--- src/rtl/imem_loader.sv ---
// Nibble-serial program loader: hunts for a header nibble, assembles 16-bit
// words into the instruction memory, and verifies a trailing XOR checksum.
module imem_loader #(
  parameter int          WORDS      = 8,
  parameter int          ADDR_WIDTH = 3,
  parameter logic [3:0]  HEADER     = 4'hA
) (
  input  logic                  clk,
  input  logic                  rst,
  input  logic                  load_req,
  input  logic                  nib_valid,
  input  logic [3:0]            nib_data,
  output logic                  nib_ready,
  output logic                  wr,
  output logic [ADDR_WIDTH-1:0] w_addr,
  output logic [15:0]           w_data,
  output logic                  done,
  output logic                  err,
  output logic                  cpu_en
);

  typedef enum logic [2:0] {
    S_HUNT,
    S_DATA,
    S_CSUM,
    S_DONE,
    S_ERROR
  } state_t;

  localparam logic [ADDR_WIDTH-1:0] LAST_IDX = ADDR_WIDTH'(WORDS - 1);

  state_t                state_q, state_d;
  logic [1:0]            cnt_q, cnt_d;
  logic [11:0]           hold_q, hold_d;
  logic [ADDR_WIDTH-1:0] idx_q, idx_d;
  logic [3:0]            xor_q, xor_d;
  logic                  wr_q, wr_d;
  logic [ADDR_WIDTH-1:0] waddr_q, waddr_d;
  logic [15:0]           wdata_q, wdata_d;
  logic                  accept;

  assign nib_ready = (state_q == S_HUNT) || (state_q == S_DATA) || (state_q == S_CSUM);
  assign accept    = nib_valid && nib_ready;

  always_ff @(posedge clk or negedge rst) begin
    if (!rst) begin
      state_q <= S_HUNT;
      cnt_q   <= '0;
      hold_q  <= '0;
      idx_q   <= '0;
      xor_q   <= '0;
      wr_q    <= 1'b0;
      waddr_q <= '0;
      wdata_q <= '0;
    end else begin
      state_q <= state_d;
      cnt_q   <= cnt_d;
      hold_q  <= hold_d;
      idx_q   <= idx_d;
      xor_q   <= xor_d;
      wr_q    <= wr_d;
      waddr_q <= waddr_d;
      wdata_q <= wdata_d;
    end
  end

  always_comb begin
    state_d = state_q;
    cnt_d   = cnt_q;
    hold_d  = hold_q;
    idx_d   = idx_q;
    xor_d   = xor_q;
    wr_d    = 1'b0;
    waddr_d = waddr_q;
    wdata_d = wdata_q;

    // A restart wins over any nibble offered in the same cycle.
    if (load_req) begin
      state_d = S_HUNT;
    end else if (accept) begin
      case (state_q)
        S_HUNT: begin
          if (nib_data == HEADER) begin
            state_d = S_DATA;
            cnt_d   = '0;
            idx_d   = '0;
            xor_d   = '0;
          end
        end
        S_DATA: begin
          xor_d = xor_q ^ nib_data;
          if (cnt_q == 2'd3) begin
            wr_d    = 1'b1;
            waddr_d = idx_q;
            wdata_d = {nib_data, hold_q};
            idx_d   = idx_q + 1'b1;
            cnt_d   = '0;
            if (idx_q == LAST_IDX) state_d = S_CSUM;
          end else begin
            // Least-significant nibble arrives first, so shift in from the top.
            hold_d = {nib_data, hold_q[11:4]};
            cnt_d  = cnt_q + 2'd1;
          end
        end
        S_CSUM: begin
          state_d = (nib_data == xor_q) ? S_DONE : S_ERROR;
        end
        default: ;
      endcase
    end
  end

  assign wr     = wr_q;
  assign w_addr = waddr_q;
  assign w_data = wdata_q;
  assign done   = (state_q == S_DONE);
  assign err    = (state_q == S_ERROR);
  assign cpu_en = done;

endmodule

--- config.mk ---
export PLATFORM = sky130hd
export DESIGN_NAME = imem_loader
export DESIGN_NICKNAME = d
export VERILOG_FILES = /design/src/rtl/imem_loader.sv
export SDC_FILE = /design/constraint.sdc
export NUM_CORES = 1
export LEC_CHECK = 0
export CAP_MARGIN = 0
export CORE_MARGIN = 2
export CORE_UTILIZATION = 40
export DETAILED_ROUTE_END_ITERATION = 12
export HOLD_SLACK_MARGIN = 0.06
export PLACE_DENSITY = 0.71
export SKIP_CTS_REPAIR_TIMING = 1
export SLEW_MARGIN = 30
export SYNTH_ARGS = -nofsm -noshare
export SYNTH_HDL_FRONTEND = slang
export SYNTH_SLANG_ARGS = --single-unit
export TNS_END_PERCENT = 100
--- constraint.sdc ---
create_clock -name clk -period 2.85 [get_ports clk]
set_clock_uncertainty 0.2 [all_clocks]
set_input_delay 0.7125 -clock clk [delete_from_list [all_inputs] [get_ports clk]]
set_output_delay 0.7125 -clock clk [all_outputs]
set_load 0.02 [all_outputs]
==> results of run 1 <==
worst paths after layout:
check | startpoint | to | slack (ps) | cells after the start
min in group clk | cnt_q[1] | cnt_q[1] | 310 | 2
worst max register to register | state_q[0] | hold_q[3] | 770 | 4
worst min-delay path | rst | hold_q[0] | 170 | 1
max in group asynchronous | rst | w_data[13] | 1600 | 2
worst max-delay path | state_q[2] | cpu_en | 300 | 3
worst min register to register | cnt_q[1] | cnt_q[1] | 310 | 2
worst max-delay path: stages (launching register included):
cell	delay, ps
dfrtp_1	420
inv_1	130
and3_2	210
clkdlybuf4s50_1	600
cell type report:
cell class	instances	area share, %
Sequential cell	44	46.1
Tap cell	54	2.83
Multi-Input combinational cell	86	31.8
Clock buffer	5	2.88
Clock inverter	3	0.785
Inverter	2	0.314
Timing Repair Buffer	39	15.3
registers in the layout (all words and copies together) (netlist names):
register,count
hold_q,12
cnt_q,2
w_data,16
idx_q,3
w_addr,3
state_q,3
wr,1
xor_q,4
cell usage in the layout, fill, tap and decap left out, types with 2 or more instances in the layout:
cell type	n
dfrtp_1	44
clkdlybuf4s50_1	30
mux2_2	22
mux2_4	10
o21ai_0	9
buf_4	8
nor2_1	5
clkbuf_8	5
xnor2_1	4
nand2b_1	4
a21oi_1	3
nand2_1	3
ha_1	3
inv_1	2
and3_1	2
or2_2	2
a22o_1	2
clkinv_2	2
cell usage after synthesis, types with 2 or more instances:
cell and count:
a21oi_1 3, mux2_4 10, a22o_1 2, nor2_1 5
dfrtp_1 44, nand2_1 3, ha_1 3, inv_1 2
nand2b_1 4, or2_2 2, buf_6 3, and3_1 2
buf_4 4, xnor2_1 4, mux2_2 22, o21ai_0 9
metal layers:
metal  part of all wire [%]  up-vias  GRT usage (%)
met5                      0        -              0
met3                    3.5        2           4.25
met2                     50       26           24.5
met4                   0.33        0           4.24
met1                     46      600           19.1
li1                       -      566              -
cells by family after synthesis:
family,count (synthesis)
AOI/OAI and AO/OA,20
adders and majority gates,3
buffers and inverters,10
xor gates and xnor gates,4
and+or+nand+nor,27
DFF,44
muxes,32
stage by stage:
stage                     hold WS (ps)  setup WS (ps)  area (µm²)  power, µW
final                              170            296        2390       1100
after global routing               206            211        2390       1160
after CTS                          178            277        2390       1120
after detailed placement           296            266        2300        736
after global placement             271            306        2300        731
after floorplan                    217            752        1940        694
power by group through the flow:
stage               registers, µW  logic, µW  clock network [µW]
floorplan                     659       35.8                   0
global placement              662       69.8                   0
detailed placement            663       73.0                   0
CTS                           651       73.3                 394
global route                  653       80.9                 423
finish                        651       72.2                 382
==> results by group, run 1 <==
Outcome
  – Outcome: completed

Clock tree
  – H-tree depth: 2
  – Clock root buffer: clkbuf_8
  – Clock Latency Late Sink: around 300 ps
  – CTS buffer count: 5
  – Sinks on Clock Net: 44
  – CTS tree: yes
  – Max Buffers Root-to-Sink: 2
  – Clk pin slew, worst setup/hold paths: about 90 ps

Route
  – Via count: between 1k and 1.5k
  – Routed wire length: approximately 3600 µm
  – WL/cell: ~15 µm
  – DRT Pass-1 Iters: 4
  – Vias per cell: about 5.1
  – DRC violations left: 0
  – Routed Antenna Nets: 0
  – Initial DRC count: slightly above 70

Yosys
  – Synthesized Nets: roughly 150
  – Synth Area in Adders: between 1.5 and 2%
  – Register area share after synthesis: roughly 57%
  – Post-synthesis cell area: between 1500 and 2000 µm²
  – Asr flop ratio synth: between 90% and 100%
  – Prevailing post-synth register cell: dfrtp_1
  – Post-synthesis compound-gate area fraction: 6.52%
  – Gate Count Post-Synth: between 100 and 150
  – Post-Synth XOR/XNOR Area: between 1.5 and 2%
  – Post-synth EDFFs: 0
  – Post-synth top area cell: dfrtp_1
  – Post-Synth Simple-Gate Area: 8.46%
  – Yosys Warn Count: 0
  – Post-synth cell types: 34
  – Synth top area share: between 50% and 60%
  – Seq cells post-synth: between 40 and 50
  – Mapped Avg Cell Area: 13.8 µm²
  – Area contributors post-synth: dfrtp_1 (57%), mux2_2 (13%), mux2_4 (7.8%), o21ai_0 (2.3%), ha_1 (1.9%)
  – Multiplexer area fraction after synthesis: 20.5%
  – Largest family of logic cells by synthesized area: multiplexers

Critical path
  – Critical path capture point type: output port
  – CP Class: register to output port
  – Worst Path Required: 1940 ps
  – Nature of the critical path startpoint: register
  – Crit path max fanout: 5
  – Critical Path AT: between 1500 and 2000 ps

Final layout
  – Fin cells: 233
  – Reg area: 1100 µm²
  – Fill count: approximately 400
  – Util after Layout: about half
  – Nets: 189
  – Fraction of layout instances using a drive strength above 1: between 30% and 40%
  – Area delta synth->final: 23.4%
  – # diodes: 0
  – Area taken by multi-input logic gates: between 700 and 800 µm²

Global routing
  – Gr usage total: 14.9%
  – Largest net degree at the start of global routing: 24
  – Initial antenna violation count: 0
  – Total grt overflow: 0
  – First-pass GRT wire length: around 6100 µm
  – Vias in the first global route: approximately 1.3k

Die
  – Core area: between 4000 and 5000 µm²
  – Die ar.: ~5400 µm²
  – Core Rows: 25
  – Die Ht: approximately 74 µm
  – Die width: between 70 and 80 µm
  – Initial Util: between 40% and 50%
  – I/O pin count: 32

STA
  – RSZ-0062 raised after global routing: false
  – Hold Vio Cnt, Final: 0
  – Fmax achieved: just under 0.4 GHz
  – Worst-margin pin slew: 497 ps
  – Final TNS setup: 0 ps
  – Fin crit period: 2550 ps
  – Slew Viols, Final: 0
  – Relative slew slack: around two thirds
  – Fin crit share: 89.6%
  – Final setup vio count: 0

Placement
  – Detailed Place HPWL: between 2000 and 3000 µm
  – Routability Congestion: between 0.8 and 0.9
  – Placed cell count: between 200 and 250
  – IO buf count: 31

Flow run
  – Max Cap Viol: 0

Power
  – Part of the power in registers: around three fifths
  – Leakage power: roughly 0.0012 µW
  – Combinational share of power: 6.5%
  – Switching share of total power: a little under a quarter
  – Internal power: around 850 µW
  – Power Density: 462 nW/µm²
  – P_sw: roughly 260 µW
  – Max IR drop VDD: about 0.00025 V
  – Clock network fraction of total power: 34.5%

Hold path
  – HP Class: input port to asynchronous set/reset pin
Note: power is estimated with default switching activity, not from simulation.
==> inputs of run 2 (changes only) <==
--- a/config.mk
+++ b/config.mk
@@ -5,7 +5,6 @@
 export SDC_FILE = /design/constraint.sdc
 export NUM_CORES = 1
 export LEC_CHECK = 0
-export CAP_MARGIN = 0
 export CORE_MARGIN = 2
 export CORE_UTILIZATION = 40
 export DETAILED_ROUTE_END_ITERATION = 12
==> results of run 2 <==
Final layout, timing and power as in run 1 (identical DEF).
==> inputs of run 3 (changes only) <==
==> constraint.sdc (replaced) <==
create_clock -name clk -period 2.9 [get_ports clk]
set_clock_uncertainty 0.2 [all_clocks]
set_input_delay 0.725 -clock clk [delete_from_list [all_inputs] [get_ports clk]]
set_output_delay 0.725 -clock clk [all_outputs]
set_load 0.02 [all_outputs]
==> run 3 against run 2 <==
Effect of this change: worst hold slack lost 14 ps; die area is the same; clock power grew 25%; non-clock buffer count shrank 1; sequential power shrank 2%; global-route usage grew 1.3 points; critical endpoint unchanged.
==> results by group, run 3 (same netlist as run 1, synthesis figures left out) <==
Placement
  – Routability Congestion: 0.884 (was 0.875)
  – Worst slack, placed: 151 ps (was 266 ps)
  – IO buf count: 31 (unchanged)
  – Detailed Place HPWL: 2930 µm (was 2600 µm)

Power
  – P_sw: 267 µW (was 258 µW)
  – Max IR drop VDD: 0.000230 V (was 0.000248 V)
  – Combinational share of power: 6.0% (was 6.5%)
  – Leakage power: 0.00118 µW (was 0.00117 µW)
  – Clock network fraction of total power: 40.3% (was 34.5%)
  – Internal power: 923 µW (was 847 µW)
  – Part of the power in registers: 53.7% (was 58.9%)
  – Power Density: 491 nW/µm² (was 462 nW/µm²)
  – Switching share of total power: 22.4% (was 23.4%)

Critical path
  – Worst r2r src: state_q[0] (unchanged)
  – Nature of the critical path startpoint: register (unchanged)
  – Reg2reg end: hold_q[3] (unchanged)
  – Critical Path AT: 1670 ps (was 1640 ps)
  – Crit path max fanout: 10 (was 5)
  – Crit path max-delay family: buffers and inverters (unchanged)
  – CP max stage delay: 610 ps (was 600 ps)
  – Worst Setup EP: cpu_en (unchanged)
  – Worst Setup SP: state_q[0] (was state_q[2])
  – CP max-delay cell: clkdlybuf4s50_1 (unchanged)
  – CP Class: register to output port (unchanged)
  – Setup slack, reg-to-reg: 790 ps (was 770 ps)
  – Worst path cell trace: and3_2 > clkdlybuf4s50_1 (was inv_1 > and3_2 > clkdlybuf4s50_1)
  – Buffers plus inverters on the worst setup path: 1 (was 2)
  – Cell depth of the worst flop-to-flop path: 4 (unchanged)
  – Worst Path Required: 1980 ps (was 1940 ps)
  – Critical path capture point type: output port (unchanged)
  – Levels on crit path: 2 (was 3)

Final layout
  – Max FFs per register: 16 (unchanged)
  – # diodes: 0 (unchanged)
  – Commonest cells after routing, fill and taps aside: dfrtp_1 (44), clkdlybuf4s50_1 (30), mux2_2 (22) (unchanged)
  – Area taken by multi-input logic gates: 761 µm² (unchanged)
  – Commonest non-fill, non-tap cell in the layout: dfrtp_1 (unchanged)
  – Fill count: 411 (was 412)
  – Area delta synth->final: 25.1% (was 23.4%)
  – Reg area: 1100 µm² (unchanged)
  – Fraction of layout instances using a drive strength above 1: 30.9% (was 31.3%)
  – Nets: 188 (was 189)

Die
  – I/O pin count: 32 (unchanged)
  – Die width: 73.6 µm (unchanged)
  – Core Rows: 25 (unchanged)
  – Die ar.: 5410 µm² (unchanged)
  – Die Ht: 73.6 µm (unchanged)
  – Core area: 4690 µm² (unchanged)
  – Initial Util: 41.3% (unchanged)

Outcome
  – Outcome: completed (unchanged)

STA
  – Worst Slack Setup Final: 307 ps (was 296 ps)
  – Final setup vio count: 0 (unchanged)
  – Worst hold slack: 155 ps (was 170 ps)
  – Fmax achieved: between 0.3 and 0.4 GHz
  – Worst-margin pin slew: 430 ps (was 497 ps)
  – Relative slew slack: 71.0% (was 66.9%)
  – RSZ-0062 raised after global routing: false (unchanged)
  – Slew Viols, Final: 0 (unchanged)
  – Fin crit period: approximately 2600 ps
  – Final TNS setup: 0 ps (unchanged)
  – Fin crit share: 89.4%
  – Hold Vio Cnt, Final: 0 (unchanged)

Clock tree
  – Max Buffers Root-to-Sink: 2 (unchanged)
  – H-tree depth: 2 (unchanged)
  – Sinks on Clock Net: 44 (unchanged)
  – Clock root buffer: clkbuf_8 (unchanged)
  – CTS buffer count: 5 (unchanged)
  – Clk pin slew, worst setup/hold paths: 90 ps (about the same)
  – CTS tree: yes (unchanged)
  – Clock Latency Late Sink: 300 ps (about the same)

Route
  – Routed wire length: 3900 µm (was 3590 µm)
  – Routed Antenna Nets: 0 (unchanged)
  – WL/cell: 16.8 µm (was 15.4 µm)
  – Vias per cell: 5.28 (was 5.12)
  – DRC violations left: 0 (unchanged)
  – Initial DRC count: 59 (was 72)
  – Via count: 1224 (was 1194)
  – DRT Pass-1 Iters: 4 (unchanged)

Flow run
  – Max Cap Viol: 0 (unchanged)

Hold path
  – HP Class: input port to asynchronous set/reset pin (unchanged)

Global routing
  – Vias in the first global route: 1374 (was 1266)
  – Initial antenna violation count: 0 (unchanged)
  – Gr usage total: 16.2% (was 14.9%)
  – First-pass GRT wire length: 6570 µm (was 6060 µm)
  – Total grt overflow: 0 (unchanged)
  – Largest net degree at the start of global routing: 26 (was 24)
## run 3: power by group through the flow
stage	clock [µW]	combinational, µW	sequential [µW]
after global placement	0	68.5	650
after global routing	524	79.9	642
after CTS	492	73.4	640
final	479	71.2	640
after detailed placement	0	73.3	652
after floorplan	0	35.1	647
## run 3: metrics by stage
step / cell area [µm²] / instances / power, µW / util [%]
detailed placement: 2310 / 224 / 725 / 49.2
CTS: 2420 / 232 / 1210 / 51.7
global route: 2420 / 232 / 1250 / 51.7
global placement: 2310 / 224 / 718 / 49.2
floorplan: 1940 / 140 / 682 / -
finish: 2420 / 232 / 1190 / 51.7
## run 3: final cells by class
class                           instances  area share [%]
Sequential cell                        44            45.4
Multi-Input combinational cell         86            31.4
Timing Repair Buffer                   38            15.3
Clock buffer                            5            2.84
Tap cell                               54            2.79
Clock inverter                          3            1.96
Inverter                                2           0.310
## run 3: worst min-delay path by stage
stage / end / slack (ps) / depth (start not counted)
after CTS: hold_q[3] / 160 / 1
after global routing: hold_q[3] / 190 / 1
final: hold_q[3] / 160 / 1
after detailed placement: w_data[0] / 290 / 1
after floorplan: cnt_q[0] / 230 / 0
after global placement: cnt_q[1] / 270 / 2
## run 3: worst reg2reg max path: stages, from the launching register on
cell     delay, ps
dfrtp_1        520
or3b_1         530
nor2_4         140
nand2_2        250
mux2_4         380
## run 3: layer usage
metal  track usage [%]  wire length (µm)  vias to the layer above
met5                 0                 0                        -
met4              3.43                 0                        0
met3              5.90               169                        0
met2              27.2              1950                       30
met1              19.9              1770                      623
li1                  -                 -                      571
